===== src/rtl/fill_arb_pkg.sv =====
// Shared definitions for the N-channel fill arbiter.
// Holds the arbitration-mode encodings, the default payload layout and a
// helper that sizes channel-index fields.
`ifndef AXI_ADDR_WIDTH
`define AXI_ADDR_WIDTH 32
`endif
`ifndef AXI_DATA_WIDTH
`define AXI_DATA_WIDTH 64
`endif

package fill_arb_pkg;

    // Arbitration modes: rotating priority or lowest-index-wins.
    localparam logic ARB_RR    = 1'b0;
    localparam logic ARB_FIXED = 1'b1;

    // Default payload field widths taken from the bus configuration.
    localparam int DEF_ADDR_W = `AXI_ADDR_WIDTH;
    localparam int DEF_DATA_W = `AXI_DATA_WIDTH;

    // Payload layout at the default widths; address occupies the upper bits.
    typedef struct packed {
        logic [DEF_ADDR_W-1:0] addr;
        logic [DEF_DATA_W-1:0] data;
    } fill_payload_t;

    // Width of a channel index; never narrower than one bit.
    function automatic int ch_width(input int n);
        int w;
        w = 1;
        if (n > 2) begin
            w = $clog2(n);
        end else begin
            w = 1;
        end
        return w;
    endfunction

endpackage


===== src/rtl/fill_arbiter_nch_picker.sv =====
// arb_rr_picker: selects one requesting channel per cycle.
// Ports:
//   clk, rst_n  - clock and synchronous active-low reset
//   req         - per-channel request vector
//   advance     - the current winner was accepted; move the pointer onto it
//   grant       - one-hot winner (zero when nothing requests)
//   winner      - index of the winner
// In rotating mode the search starts just after the last accepted channel
// and wraps modulo NUM_CH, so non-power-of-two channel counts never produce
// an index beyond NUM_CH-1. In fixed mode the lowest index wins and the
// pointer stays at its reset value.
module arb_rr_picker
    import fill_arb_pkg::*;
#(
    parameter int   NUM_CH   = 2,
    parameter logic ARB_MODE = ARB_RR,
    localparam int  CH_W     = ch_width(NUM_CH)
) (
    input  logic              clk,
    input  logic              rst_n,
    input  logic [NUM_CH-1:0] req,
    input  logic              advance,
    output logic [NUM_CH-1:0] grant,
    output logic [CH_W-1:0]   winner
);

    logic [CH_W-1:0] ptr_r;
    logic [CH_W-1:0] cand_s;
    logic [CH_W-1:0] win_s;
    logic            found_s;

    // Priority search: walk candidates in priority order, keep the first hit.
    always_comb begin
        found_s = 1'b0;
        win_s   = '0;
        cand_s  = '0;
        for (int k = 1; k <= NUM_CH; k++) begin
            if (ARB_MODE == ARB_FIXED) begin
                cand_s = CH_W'(k - 1);
            end else begin
                cand_s = CH_W'((int'(ptr_r) + k) % NUM_CH);
            end
            if (!found_s && req[cand_s]) begin
                found_s = 1'b1;
                win_s   = cand_s;
            end else begin
                found_s = found_s;
                win_s   = win_s;
            end
        end
    end

    // One-hot grant decode of the winner.
    always_comb begin
        grant = '0;
        if (found_s) begin
            grant[win_s] = 1'b1;
        end else begin
            grant = '0;
        end
    end

    assign winner = win_s;

    // Rotation pointer: remembers the last accepted channel.
    always_ff @(posedge clk) begin
        if (!rst_n) begin
            ptr_r <= CH_W'(NUM_CH - 1);
        end else if (advance && (ARB_MODE == ARB_RR)) begin
            ptr_r <= win_s;
        end else begin
            ptr_r <= ptr_r;
        end
    end

endmodule


===== src/rtl/fill_arbiter_nch.sv =====
// fill_arbiter_nch: merges NUM_CH fill-write request streams into the single
// fill FIFO through a one-entry output register.
// Ports:
//   clk, rst_n    - clock and synchronous active-low reset
//   req_valid_i   - per-channel request valid
//   req_ready_o   - per-channel accept strobe (one-hot or zero)
//   req_data_i    - packed per-channel payloads, channel i at [i*PAYLOAD_W +: PAYLOAD_W]
//   fifo_afull_i  - fill FIFO almost-full
//   fifo_wren_o   - fill FIFO write enable
//   fifo_data_o   - fill FIFO write data (output register)
//   grant_ch_o    - channel index of the entry in the output register
//   busy_o        - output register holds an entry
// Accept and drain share the !fifo_afull_i qualifier, so an undrained entry
// is never overwritten, and when both happen in one cycle the register is
// refilled immediately, sustaining one write per cycle.
module fill_arbiter_nch
    import fill_arb_pkg::*;
#(
    parameter int   ADDR_WIDTH = `AXI_ADDR_WIDTH,
    parameter int   DATA_WIDTH = `AXI_DATA_WIDTH,
    parameter int   NUM_CH     = 2,
    parameter logic ARB_MODE   = ARB_RR,
    localparam int  PAYLOAD_W  = ADDR_WIDTH + DATA_WIDTH,
    localparam int  CH_W       = ch_width(NUM_CH)
) (
    input  logic                        clk,
    input  logic                        rst_n,
    input  logic [NUM_CH-1:0]           req_valid_i,
    output logic [NUM_CH-1:0]           req_ready_o,
    input  logic [NUM_CH*PAYLOAD_W-1:0] req_data_i,
    input  logic                        fifo_afull_i,
    output logic                        fifo_wren_o,
    output logic [PAYLOAD_W-1:0]        fifo_data_o,
    output logic [CH_W-1:0]             grant_ch_o,
    output logic                        busy_o
);

    logic [NUM_CH-1:0]    grant_s;
    logic [CH_W-1:0]      win_s;
    logic [PAYLOAD_W-1:0] win_data_s;
    logic                 accept_s;
    logic                 drain_s;
    logic                 out_valid_r;
    logic [PAYLOAD_W-1:0] data_r;
    logic [CH_W-1:0]      ch_r;

    assign accept_s = (|req_valid_i) & ~fifo_afull_i;
    assign drain_s  = out_valid_r & ~fifo_afull_i;

    arb_rr_picker #(
        .NUM_CH   (NUM_CH),
        .ARB_MODE (ARB_MODE)
    ) u_picker (
        .clk     (clk),
        .rst_n   (rst_n),
        .req     (req_valid_i),
        .advance (accept_s),
        .grant   (grant_s),
        .winner  (win_s)
    );

    // Ready strobe goes only to the winner and only when an accept happens.
    always_comb begin
        req_ready_o = '0;
        if (accept_s) begin
            req_ready_o = grant_s;
        end else begin
            req_ready_o = '0;
        end
    end

    // Payload mux driven by the one-hot grant.
    always_comb begin
        win_data_s = '0;
        for (int i = 0; i < NUM_CH; i++) begin
            if (grant_s[i]) begin
                win_data_s = req_data_i[i*PAYLOAD_W +: PAYLOAD_W];
            end else begin
                win_data_s = win_data_s;
            end
        end
    end

    // Output register: refill on accept, empty on drain-only, else hold.
    always_ff @(posedge clk) begin
        if (!rst_n) begin
            out_valid_r <= 1'b0;
            data_r      <= '0;
            ch_r        <= '0;
        end else if (accept_s) begin
            out_valid_r <= 1'b1;
            data_r      <= win_data_s;
            ch_r        <= win_s;
        end else if (drain_s) begin
            out_valid_r <= 1'b0;
            data_r      <= data_r;
            ch_r        <= ch_r;
        end else begin
            out_valid_r <= out_valid_r;
            data_r      <= data_r;
            ch_r        <= ch_r;
        end
    end

    assign fifo_wren_o = drain_s;
    assign fifo_data_o = data_r;
    assign grant_ch_o  = ch_r;
    assign busy_o      = out_valid_r;

endmodule


===== config.mk =====
export PLATFORM = sky130hd
export DESIGN_NAME = fill_arbiter_nch
export DESIGN_NICKNAME = d
export VERILOG_FILES = /design/src/rtl/fill_arb_pkg.sv /design/src/rtl/fill_arbiter_nch_picker.sv /design/src/rtl/fill_arbiter_nch.sv
export SDC_FILE = /design/constraint.sdc
export NUM_CORES = 1
export LEC_CHECK = 0
export BUFFER_PORTS_ARGS = -buffer_cell sky130_fd_sc_hd__buf_4
export CORE_UTILIZATION = 25
export DETAILED_ROUTE_END_ITERATION = 16
export HOLD_SLACK_MARGIN = 0.06
export PLACE_DENSITY = 0.63
export SLEW_MARGIN = 10
export SYNTH_ARGS = -nofsm -noshare
export SYNTH_HDL_FRONTEND = slang
export SYNTH_SLANG_ARGS = --single-unit

===== constraint.sdc =====
create_clock -name clk -period 2.5 [get_ports clk]
set_input_delay 0.375 -clock clk [delete_from_list [all_inputs] [get_ports clk]]
set_output_delay 0.375 -clock clk [all_outputs]
set_load 0.02 [all_outputs]

======== Yosys cells after proc, flatten, opt, wreduce, memory -nomap -nowiden ========
Index checks and enable logic that the tools add are counted.
storage, ports and cells
  bits in registers ....................... 99
  latch bits .............................. 0
  bits in writable memories ............... 0
  bits in read-only memories .............. 0
  input bits .............................. 197
  output and inout bits ................... 101
  word-level logic and storage cells ...... 34
  memories kept ........................... 0
operators by class
  $add $sub $neg .......................... 2
  $mul .................................... 0
  divide/modulo/power cells ............... 0
  order comparisons ....................... 4
  equality and inequality tests ........... 0
  shift operators ......................... 0
  multiplexer cells ....................... 16
  bitwise operators ....................... 3
  reductions and logical operators ........ 5
operators by type and width
  cell                 number
  $mux 96              2
  $mux 1               11
  $lt 1x2->1 const B   3
  $mux 2               2
  $add 1x1->1 const B  2
  $and 1x1->1          2
  $logic_and 1x1->1    2
  $reduce_bool 2->1    1
  $reduce_or 2->1      1
  $demux 1 s1          1
  $ge 1x1->1 const B   1
  $logic_not 1->1      1
  $not 1->1            1

======== Depth between registers and ports, before layout ========
  word-level depth ........................ 14
  gate-level depth with buffers ........... 6
  mapped depth without buffers ............ 3

======== Hierarchy ========
A second synthesis with hierarchy kept.
unflattened totals
  cell total of the unflattened synthesis .. 459
  area, all modules ....................... 4,515.6 sq um
modules (own cells, without submodules)
  module            instances  cells an instance  area an instance (sq um)  seq. area each (sq um)
  fill_arbiter_nch  1          451                4,446.8                   1,961.9
  arb_rr_picker     1          8                  68.8                      20.0

======== Least setup slack after synthesis ========
Ideal clock, no wire load.
  path type ............................... input-to-output
  from .................................... in fifo_afull_i
  to ...................................... out req_ready_o[0]
  data arrival time ....................... 1,249 ps
  required time ........................... 2,125 ps
  path slack .............................. 876 ps
  cell stages on the path ................. 5
  path buffers ............................ 3
  cells stage by stage .................... nand2b_1 > buf_2 > buf_2 > buf_2 > nor2_1
between the ends
  cells in the longest elaborated chain, start to end .. 3
ends and longest elaborated chain
  element          line                    source
  start, declared  fill_arbiter_nch.sv:31  input logic fifo_afull_i,
  $not 1->1        fill_arbiter_nch.sv:47  assign accept_s = (|req_valid_i) & ~fifo_afull_i;
  $and 1x1->1      fill_arbiter_nch.sv:47
  $mux 2           fill_arbiter_nch.sv:65  if (accept_s) begin
  end, declared    fill_arbiter_nch.sv:29  output logic [NUM_CH-1:0] req_ready_o,
No other way between the ends.

======== Worst setup path after layout ========
  from .................................... reg u_picker.ptr_r
  to ...................................... reg data_r[62] (netlist: fifo_data_o[62])
between the ends
  cells in the longest elaborated chain, start to end .. 14
  elaborated cells on any way between the ends .. 20
  those cells by class .................... 2 x add/sub; 2 x order compare; 13 x mux; 3 x reduce/logical
ends and longest elaborated chain
  element                                                         line                           source
  start, declared                                                 fill_arbiter_nch_picker.sv:27  logic [CH_W-1:0] ptr_r;
  start signal, assigned                                          fill_arbiter_nch_picker.sv:68  ptr_r <= CH_W'(NUM_CH - 1);
  start signal, assigned                                          fill_arbiter_nch_picker.sv:70  ptr_r <= win_s;
  start signal, assigned                                          fill_arbiter_nch_picker.sv:72  ptr_r <= ptr_r;
  $add 1x1->1                                                     fill_arbiter_nch_picker.sv:41  cand_s = CH_W'((int'(ptr_r) + k) % NUM_CH);
  $mux 1 (implied by the code) (2 in a row)                       fill_arbiter_nch_picker.sv:43  if (!found_s && req[cand_s]) begin
  $mux 1                                                          fill_arbiter_nch_picker.sv:43
  $logic_not 1->1                                                 fill_arbiter_nch_picker.sv:43
  $logic_and 1x1->1                                               fill_arbiter_nch_picker.sv:43
  $mux 1                                                          fill_arbiter_nch_picker.sv:43
  $lt 1x2->1 (implied by the code) or $ge 1x1->1 (tied branches)  fill_arbiter_nch_picker.sv:57  grant[win_s] = 1'b1;
  $logic_and 1x1->1 (implied by the code)                         fill_arbiter_nch_picker.sv:57
  $mux 1 (implied by the code)                                    fill_arbiter_nch_picker.sv:57
  $demux 1 s1                                                     --
  $mux 2 (*)                                                      fill_arbiter_nch_picker.sv:56  if (found_s) begin
  $mux 96                                                         fill_arbiter_nch.sv:76         if (grant_s[i]) begin
  $mux 96 (*)                                                     fill_arbiter_nch.sv:76
  end signal, assigned                                            fill_arbiter_nch.sv:92         data_r <= win_data_s;
  end signal, assigned                                            fill_arbiter_nch.sv:96         data_r <= data_r;
  end signal, assigned                                            fill_arbiter_nch.sv:100        data_r <= data_r;
  end, declared                                                   fill_arbiter_nch.sv:44         logic [PAYLOAD_W-1:0] data_r;
Every way passes the cells marked *; elsewhere a longest branch is shown, timed or not. The select of a mux whose other input is x is not followed.
A chain may end at the register's enable or synchronous reset.

==> results.py <==
metrics = {
    "clock_network": {
        "ctsResizeCount": 0,
        "cts.htree.levels": 3,
        "clk_latency_ns": 0.34,
        "cts_tree": "done",
        "cts.path.max_buffers": 2,
        "clock-root-buffer": "clkbuf_16",
        "clock-sinks": 99,
        "cts_made_buffers": 9,
        "cts.clk_slew.worst_paths_ns": 0.07,
        "cts_setup_buffers": 0,
        "holdBufCountCts": 0,
    },
    "drt": {
        "wl_per_cell_um": 16.0,
        "ant_nets": 0,
        "routed_wl_um": 15200,
        "drtIter0Drc": 224,
        "vias": 4642,
        "highest_layer": "met4",
        "via_per_inst": 4.91,
        "wl_met1_um": 6460,
        "wl_met2_um": 7320,
        "drcViolationCount": 0,
        "wl_met3_um": 1150,
        "first_pass_iters": 7,
    },
    "yosys": {
        "yosysUniqueCellTypes": 23,
        "ys_seq_elements": 99,
        "seq_area_frac_synth_pct": 46.7,
        "syn_area_mm2": 0.00424,
        "synthesis.nets": 657,
        "yosys-top-cells-area": "dfxtp_1 47%, a221o_1 22%, nor3_1 11%",
        "synth_area_per_cell_um2": 9.22,
        "yosysTopAreaCell": "dfxtp_1",
        "synth.top_cell.area_share_pct": 46.7,
        "synth_warnings": 0,
        "synthCells": 460,
    },
    "grt": {
        "grt_max_degree": 96,
        "grt_pass1_vias": 4480,
        "antenna_found_initial": 0,
        "grt_pass1_wl_um": 23500,
        "overflow": 0,
        "grt_usage_pct": 17.0,
    },
    "power_and_ir_drop": {
        "leakage_nw": 3.16,
        "power_density_mw_per_mm2": 595,
        "max-vdd-ir-drop_mv": 0.315,
    },
    "final_layout": {
        "finalNetCount": 918,
        "diodes": 0,
        "drive_above_1_share_pct": 44.8,
        "areaGrowthSynthToFinish_pct": 60.7,
        "finalInstanceArea_mm2": 0.00682,
        "instances_no_fill": 946,
    },
    "place": {
        "postPlaceCellArea_mm2": 0.00652,
        "detailedPlacementHpwl_um": 10100,
        "dp.cells": 930,
        "portBuffers": 297,
        "gp_congestion": 0.814,
    },
    "worst_setup_path": {
        "slowest_stage": "and4b_4",
        "endpoint_kind": "flop",
        "cpPeakStageDelay_ns": 0.95,
        "cp.required_ns": 2.78,
        "critical_path_class": "reg -> reg",
        "cp-start-kind": "flop",
        "crit_fanout": 76,
        "crit_arrival_ns": 2.27,
        "worstPathCellList": "nand2_1, and4b_4, buf_4, a221o_1",
    },
    "timing": {
        "tightest_slew_ns": 1.08,
        "slew_violations": 0,
        "setup_viol": 0,
        "slew_headroom_pct": 27.9,
        "hold_violations": 0,
        "grt_setup_unrepaired": "no",
        "finalSetupTns_ns": 0,
        "fin_crit_ns": 1.99,
        "period_share_pct": 79.7,
        "max_freq_ghz": 0.502,
        "clock_skew_ns": 0.00600,
    },
    "die": {
        "die_width_um": 132,
        "boundaryPins": 298,
        "start_util_pct": 25.6,
        "die_area_mm2": 0.0175,
        "die_height_um": 132,
        "rows": 47,
        "core-area_mm2": 0.0166,
    },
    "hold_path": {
        "min-delay-path-class": "in -> reg",
    },
    "run": {
        "drv_cap": 0,
    },
    "run_status": {
        "outcome": "finished clean",
    },
}
-- per-stage QoR --
| stage | setup WS, ns | utilization (%) | hold WS (ns) | power (mW) |
|---|---|---|---|---|
| 3_5_place_dp | 0.385 | 39.3 | 0.472 | 2.68 |
| 5_1_grt | 0.393 | 41.1 | 0.230 | 4.25 |
| 3_3_place_gp | 0.384 | 39.3 | 0.469 | 2.68 |
| 6_report | 0.507 | 41.1 | 0.248 | 4.06 |
| 2_1_floorplan | 0.876 | - | 0.501 | 2.21 |
| 4_1_cts | 0.526 | 41.1 | 0.223 | 4.13 |
-- critical path: cells and delay by family (launching register included) --
| family | cells | cell delay, ns |
|---|---|---|
| buffers and inverters | 1 | 0.34 |
| AOI/OAI and AO/OA | 1 | 0.16 |
| DFF | 1 | 0.37 |
| and+or+nand+nor | 2 | 1.05 |
-- synthesized netlist by cell type, drive strengths merged --
| cell type | n |
|---|---|
| dfxtp | 99 |
| nand2 | 98 |
| a221o | 95 |
| nor3 | 95 |
| buf | 30 |
| clkbuf | 25 |
| nand2b | 3 |
| nor2b | 3 |
| and2 | 2 |
| a21boi | 1 |
| a21oi | 1 |
| a2bb2oi | 1 |
| and4b | 1 |
| nor2 | 1 |
| o211a | 1 |
| o211ai | 1 |
| o21a | 1 |
| o21bai | 1 |
| or2b | 1 |
-- cells by family after synthesis --
family / share of synthesized area [%]
AND/OR/NAND/NOR: 21.6
AO/OA/AOI/OAI: 24.0
flip-flops: 46.7
buffers and inverters: 7.70
-- power breakdown --
part	total, mW	switching, mW	internal (mW)
Combinational	0.885	0.425	0.460
Sequential	1.76	0.0653	1.69
Clock	1.41	0.634	0.779
Total	4.06	1.12	2.93
-- sequential cells by signal, indices dropped and copies added (netlist names) --
name and cells:
busy_o 1, grant_ch_o 1, fifo_data_o 96, u_picker.ptr_r 1
-- cell usage in the layout, fill, tap and decap left out, types with 2 or more instances in the layout --
cell type and n:
nor2b_1 2, nand2_1 98, buf_4 303, a221o_1 95, clkinv_2 2, dfxtp_1 99, clkbuf_16 9, nor3_1 95
buf_12 2, nand2b_1 2
-- final cells by class --
class,count,area (µm²)
repair buffers,305,2310
flip-flops and latches,99,1980
multi-input cells,306,1950
well taps,220,275
clock buffers,10,229
fillers,1708,9770
clock inverters,6,65.1
-- worst paths after layout --
check,endpoint,slack (ns),start,cells past startpoint
max,fifo_data_o[62]$_SDFFE_PN0P_,0.51,u_picker.ptr_r$_SDFFE_PN1P_,4
min,fifo_data_o[82]$_SDFFE_PN0P_,0.25,req_data_i[178],2
min reg2reg,fifo_data_o[14]$_SDFFE_PN0P_,0.49,fifo_data_o[14]$_SDFFE_PN0P_,1
max reg2reg,fifo_data_o[62]$_SDFFE_PN0P_,0.51,u_picker.ptr_r$_SDFFE_PN1P_,4
-- metal layers --
layer	global-route usage (%)	vias up
met5	0	-
met4	5.36	0
met3	4.96	14
met2	29.0	207
met1	20.4	2161
li1	-	2260
No activity file was read; power rests on OpenSTA's default activity.
